`src/rtl/sprite_region_fill.sv`:
```
// Rectangle filler: streams SPRITE_W x SPRITE_H pixel writes of one colour, row-major, from a latched corner.
// Latency: first write presented 1 cycle after start; done pulses 1 cycle after the last pixel retires.
// Backpressure: wr_ready low holds outputs and counters; clipped pixels (SPRITE_REGION_FILL_CLIP_EN) retire regardless.
//
// Ports: clock/reset (sync, active-low); start/x/y/fill_color request, accepted while ready=1;
//        wr_ready from the framebuffer arbiter; data_out/x_out/y_out/write_enable registered write;
//        done one-cycle completion pulse.
// Optional feature macro: SPRITE_REGION_FILL_CLIP_EN (off-screen pixels are skipped instead of written).
module sprite_region_fill #(
   parameter int SPRITE_W = 16,
   parameter int SPRITE_H = 16,
   parameter int SCREEN_W = 640,
   parameter int SCREEN_H = 480,
   parameter int PIXEL_W  = 8
) (
   input  logic               clock,
   input  logic               reset,
   input  logic               start,
   input  logic [9:0]         x,
   input  logic [9:0]         y,
   input  logic [PIXEL_W-1:0] fill_color,
   input  logic               wr_ready,
   output logic               ready,
   output logic               done,
   output logic [PIXEL_W-1:0] data_out,
   output logic [9:0]         x_out,
   output logic [9:0]         y_out,
   output logic               write_enable
);

   localparam int CW = (SPRITE_W > 1) ? $clog2(SPRITE_W) : 1;
   localparam int RW = (SPRITE_H > 1) ? $clog2(SPRITE_H) : 1;
   localparam logic [CW-1:0] COL_LAST = CW'(SPRITE_W - 1);
   localparam logic [RW-1:0] ROW_LAST = RW'(SPRITE_H - 1);

   localparam logic [1:0] ST_IDLE = 2'd0;
   localparam logic [1:0] ST_FILL = 2'd1;
   localparam logic [1:0] ST_DONE = 2'd2;

   logic [1:0]         state_q, state_d;
   logic [CW-1:0]      col_q, col_d;
   logic [RW-1:0]      row_q, row_d;
   logic [9:0]         x_base_q, x_base_d;
   logic [9:0]         y_base_q, y_base_d;
   logic [PIXEL_W-1:0] data_out_q, data_out_d;
   logic [9:0]         x_out_q, x_out_d;
   logic [9:0]         y_out_q, y_out_d;
   logic               we_q, we_d;

   logic               clipped;
   logic               retire;
   logic               load_pix;
   logic               clip_nx;
   logic [10:0]        x_sum;
   logic [10:0]        y_sum;

   always_comb begin
      state_d    = state_q;
      col_d      = col_q;
      row_d      = row_q;
      x_base_d   = x_base_q;
      y_base_d   = y_base_q;
      data_out_d = data_out_q;
      x_out_d    = x_out_q;
      y_out_d    = y_out_q;
      we_d       = we_q;
      load_pix   = 1'b0;

`ifdef SPRITE_REGION_FILL_CLIP_EN
      // In FILL, write_enable is low only while the presented pixel is off-screen.
      clipped = (state_q == ST_FILL) && !we_q;
`else
      clipped = 1'b0;
`endif
      retire = (state_q == ST_FILL) && ((we_q && wr_ready) || clipped);

      case (state_q)
         ST_IDLE: begin
            if (start) begin
               x_base_d   = x;
               y_base_d   = y;
               data_out_d = fill_color;
               col_d      = '0;
               row_d      = '0;
               state_d    = ST_FILL;
               load_pix   = 1'b1;
            end
         end
         ST_FILL: begin
            if (retire) begin
               if (col_q == COL_LAST) begin
                  col_d = '0;
                  if (row_q == ROW_LAST) begin
                     state_d = ST_DONE;
                     we_d    = 1'b0;
                  end else begin
                     row_d    = row_q + 1'b1;
                     load_pix = 1'b1;
                  end
               end else begin
                  col_d    = col_q + 1'b1;
                  load_pix = 1'b1;
               end
            end
         end
         ST_DONE: begin
            state_d = ST_IDLE;
         end
         default: begin
            state_d = ST_IDLE;
         end
      endcase

      // Coordinates of the pixel to present next cycle, from the next-state counters
      // so the registered outputs line up with the counters.
      x_sum = {1'b0, x_base_d} + 11'(col_d);
      y_sum = {1'b0, y_base_d} + 11'(row_d);
`ifdef SPRITE_REGION_FILL_CLIP_EN
      clip_nx = (x_sum >= 11'(SCREEN_W)) || (y_sum >= 11'(SCREEN_H));
`else
      clip_nx = 1'b0;
`endif
      if (load_pix) begin
         x_out_d = x_sum[9:0];
         y_out_d = y_sum[9:0];
         we_d    = !clip_nx;
      end
   end

   // Carry bits and screen size only matter when clipping is compiled in.
   logic unused_ok;
   assign unused_ok = ^{x_sum[10], y_sum[10], 11'(SCREEN_W), 11'(SCREEN_H)};

   always_ff @(posedge clock) begin
      if (!reset) begin
         state_q    <= ST_IDLE;
         col_q      <= '0;
         row_q      <= '0;
         x_base_q   <= '0;
         y_base_q   <= '0;
         data_out_q <= '0;
         x_out_q    <= '0;
         y_out_q    <= '0;
         we_q       <= 1'b0;
      end else begin
         state_q    <= state_d;
         col_q      <= col_d;
         row_q      <= row_d;
         x_base_q   <= x_base_d;
         y_base_q   <= y_base_d;
         data_out_q <= data_out_d;
         x_out_q    <= x_out_d;
         y_out_q    <= y_out_d;
         we_q       <= we_d;
      end
   end

   assign ready        = (state_q == ST_IDLE);
   assign done         = (state_q == ST_DONE);
   assign data_out     = data_out_q;
   assign x_out        = x_out_q;
   assign y_out        = y_out_q;
   assign write_enable = we_q;

endmodule
```
`config.mk`:
```
export PLATFORM = sky130hd
export DESIGN_NAME = sprite_region_fill
export DESIGN_NICKNAME = d
export VERILOG_FILES = /design/src/rtl/sprite_region_fill.sv
export SDC_FILE = /design/constraint.sdc
export NUM_CORES = 1
export LEC_CHECK = 0
export ABC_CLOCK_PERIOD_IN_PS = 10100
export BUFFER_PORTS_ARGS = -buffer_cell sky130_fd_sc_hd__buf_4
export CORE_MARGIN = 10
export CORE_UTILIZATION = 50
export CTS_BUF_LIST = sky130_fd_sc_hd__clkbuf_8
export CTS_CLUSTER_DIAMETER = 200
export DETAILED_ROUTE_END_ITERATION = 8
export HOLD_SLACK_MARGIN = 0.06
export PLACE_DENSITY_LB_ADDON = 0.15
export SLEW_MARGIN = 20
export SYNTH_ARGS = -nofsm -noshare
export SYNTH_HDL_FRONTEND = slang
export SYNTH_SLANG_ARGS = --single-unit
```
`constraint.sdc`:
```
create_clock -name clock -period 10.1 [get_ports clock]
set_clock_uncertainty 0.15 [all_clocks]
set_input_delay 2.02 -clock clock [delete_from_list [all_inputs] [get_ports clock]]
set_output_delay 2.02 -clock clock [all_outputs]
set_load 0.02 [all_outputs]
```
==> results by group <==
Run status
  • Status: completed

Timing
  • Slew of the pin with the lowest slew margin: 0.927 ns
  • Fmax: 218 MHz
  • Tmin final: 4.58 ns
  • Final WS setup: 5.52 ns
  • Final Max Slew Viols: 0
  • Setup_tns: 0 ns
  • Final worst-path cycle share: 45.3%
  • Max_slew headroom: 38.2%
  • Final setup vio count: 0
  • RSZ-0062 raised after global routing: false
  • Final Hold Viols: 0

Placement
  • Place WS: 5.20 ns
  • Final HPWL from detailed placement: 5.46 mm
  • Global placement routability congestion: 0.834
  • Input/output buffers: 62
  • Dpl cell area: 3400 µm²

Pwr
  • Pwr/cell area: 146 nW/µm²
  • Total power draw: 0.520 mW
  • Switching Fraction: 28.3%
  • Pleak: 1.61 nW
  • Gate power share: 16.6%
  • Switching pwr: 0.147 mW
  • Seq pwr share: 48.9%
  • Peak VDD IR: 84.5 µV
  • P_int: 0.372 mW
  • Clk network pwr share: 34.5%

Clock network
  • # resized after CTS: 0
  • Longest Clk Path Bufs: 2
  • Sink Count: 59
  • Root Driver: clkbuf_8
  • Skew-Pair Late Insertion Delay: 0.34 ns
  • CTS clk-pin slew, worst paths: 0.06 ns
  • Setup Buffers After CTS: 0
  • H-tree depth: 3
  • Hold_buf cts: 0
  • CTS tree: done
  • Total CTS buffers: 9

Setup path
  • Critical R2R Capture: y_out[8]$_SDFFE_PN0P_
  • Setup crit end kind: register
  • CP arrival: 4.68 ns
  • Crit path max fanout: 35
  • Critical path data required time: 10.20 ns
  • Reg2reg start: row_q[0]$_SDFF_PN0_
  • Setup CP Type: in2reg
  • Cells on worst reg2reg path: 13
  • Critical Path Source Type: input pin
  • R2r setup slk: 6.78 ns

Cells and area
  • Most frequent cells in the layout: nand2_1 (68), buf_4 (64), dfxtp_1 (59)
  • Fin area: 3560 µm²
  • Share of layout cells above drive strength 1: 19.9%
  • Final nets: 453
  • Layout area overhead: 22.7%
  • # diodes: 0
  • Fill count: 522
  • Most common cell after layout, fill and taps aside: nand2_1

Route
  • Drt first pass iters: 4
  • Via-to-Cell Ratio: 5.46
  • DR WL/cell: 15.6 µm
  • DR iter-0 viols: 107
  • Via count: 2,650
  • Wirelength, routed: 7.57 mm
  • Drt drc: 0
  • Detail Route Antenna Nets: 0

Yosys
  • Multiplexer share of the synthesized area: 5.05%
  • Flip-flop and latch count after synthesis: 59
  • Share of the synthesized area in the top cell type: 40.8%
  • Synthesized cell area: 2900 µm²
  • Netlist cell types: 45
  • Synth Area in XOR/XNOR: 4.53%
  • Simple-gate portion of the synthesized area: 23.1%
  • Post-synth ARST share: 0%
  • Syn nets: 395
  • Sequential cell area fraction in the yosys report: 40.8%
  • Top post-synthesis cells by area: dfxtp_1 (41%), nand2_1 (8.8%), a21oi_1 (6.6%), nand3_1 (4.7%), ha_1 (4.3%)
  • Largest family of logic cells by synthesized area: simple AND/OR/NAND/NOR gates
  • Compound-Gate Fraction of Synth Area: 17.4%
  • YS warnings: 0
  • Dominant synthesized flop cell: dfxtp_1
  • EDFF count, synth: 0
  • Adder and majority gate portion of the synthesized area: 5.70%
  • Average size of a mapped cell: 8.26 µm²
  • Post-Syn Instances: 351
  • Synth area leader: dfxtp_1

Global route
  • Met3 GRT Util: 5.29%
  • Vias in the first global route: 2,629
  • Largest net degree at the start of global routing: 36
  • GRT Total Usage: 16.7%
  • Total gr overflow: 0
  • First-pass GRT wire length: 12.3 mm
  • Met2 Usage GRT: 27.5%
  • Top Usage Layer GRT: met2
  • Initial antenna violation count: 0
  • GRT met1 Usage: 20.0%

Floorplanning
  • FP Rows: 27
  • Initial core utilization: 52.0%
  • Die height: 96.1 µm
  • Die width: 96.1 µm
  • Core box area: 5570 µm²
  • Boundary Pins: 63
  • Die area: 9240 µm²

Worst hold path
  • Min-delay worst type: reg2reg
  • Hold path startpoint: y_out[2]$_SDFFE_PN0P_
  • WHS Path Cells: 2
  • Hold worst-path end: y_out[2]$_SDFFE_PN0P_

Job
  • Maxcap violations: 0
==> layer usage <==
| layer | part of all wire, % | vias up |
|---|---|---|
| li1 | - | 1346 |
| met4 | 1.3 | 0 |
| met1 | 43 | 1238 |
| met3 | 5.5 | 10 |
| met2 | 50 | 56 |
| met5 | 0 | - |
==> through the flow <==
| step | std cells | util [%] | hold WS [ns] |
|---|---|---|---|
| 4_1_cts | 485 | 63.8 | 0.303 |
| 5_1_grt | 485 | 63.8 | 0.322 |
| 6_report | 485 | 63.8 | 0.305 |
| 2_1_floorplan | 351 | - | 0.294 |
| 3_5_place_dp | 470 | 60.9 | 0.294 |
| 3_3_place_gp | 470 | 60.9 | 0.289 |
==> state kept, by name (all words and copies together), names as in the netlist <==
signal,cells
x_base_q,10
x_out,10
y_base_q,10
y_out,10
data_out,8
col_q,4
row_q,4
state_q,2
write_enable,1
==> layout make-up <==
class / instances / area, µm² / share of cell area [%]
multi-input combinational: 269 / 1620 / 45.6
sequential: 59 / 1180 / 33.2
timing repair buffer: 64 / 480 / 13.5
clock buffer: 10 / 138 / 3.87
tap: 72 / 90.1 / 2.53
clock inverter: 5 / 22.5 / 0.633
inverter: 6 / 22.5 / 0.633
==> synth_stat cells (3+ instances only) <==
master	count
ha_1	10
and2_1	6
nand4_1	3
a21o_1	4
a211o_1	4
o21ai_0	11
buf_2	5
nand2_1	68
nor2_1	25
a21oi_1	38
inv_1	5
nand2b_1	3
nor4_1	3
nand3_1	27
clkbuf_1	11
mux2i_1	12
o21a_1	3
xor2_1	13
a211oi_1	9
dfxtp_1	59
==> critical path: stages <==
cell and delay (ns):
buf_4 0.09, nor3b_2 0.14, buf_4 0.42, nand2_1 0.13, nand2_1 0.08, ha_1 0.18
inv_1 0.06, fa_1 0.38, nand2b_1 0.24, a2111oi_0 0.52, xor2_1 0.18, mux2i_1 0.08
o21ai_0 0.15
==> power groups by stage <==
stage	sequential (mW)	clock [mW]	combinational (mW)
after floorplan	0.266	0	0.0450
after global placement	0.259	0	0.0851
after detailed placement	0.259	0	0.0866
after CTS	0.254	0.183	0.0870
after global routing	0.256	0.193	0.0955
final	0.254	0.179	0.0861
==> logic make-up after synthesis <==
group	count (synthesis)
AND/OR/NAND/NOR	147
AO/OA/AOI/OAI	81
flip-flops	59
buffers and inverters	23
XOR/XNOR	15
multiplexers	14
adder cells (fa/ha/maj)	12
==> worst max path at each step <==
stage / to / depth (start not counted) / startpoint / slack (ns)
2_1_floorplan: y_out[8]$_SDFFE_PN0P_ / 13 / start / 5.40
3_3_place_gp: y_out[8]$_SDFFE_PN0P_ / 13 / start / 5.31
3_5_place_dp: y_out[8]$_SDFFE_PN0P_ / 13 / start / 5.20
4_1_cts: y_out[8]$_SDFFE_PN0P_ / 13 / start / 5.55
5_1_grt: y_out[8]$_SDFFE_PN0P_ / 13 / start / 5.16
6_report: y_out[8]$_SDFFE_PN0P_ / 13 / start / 5.52
(Power assumes the default switching activity.)
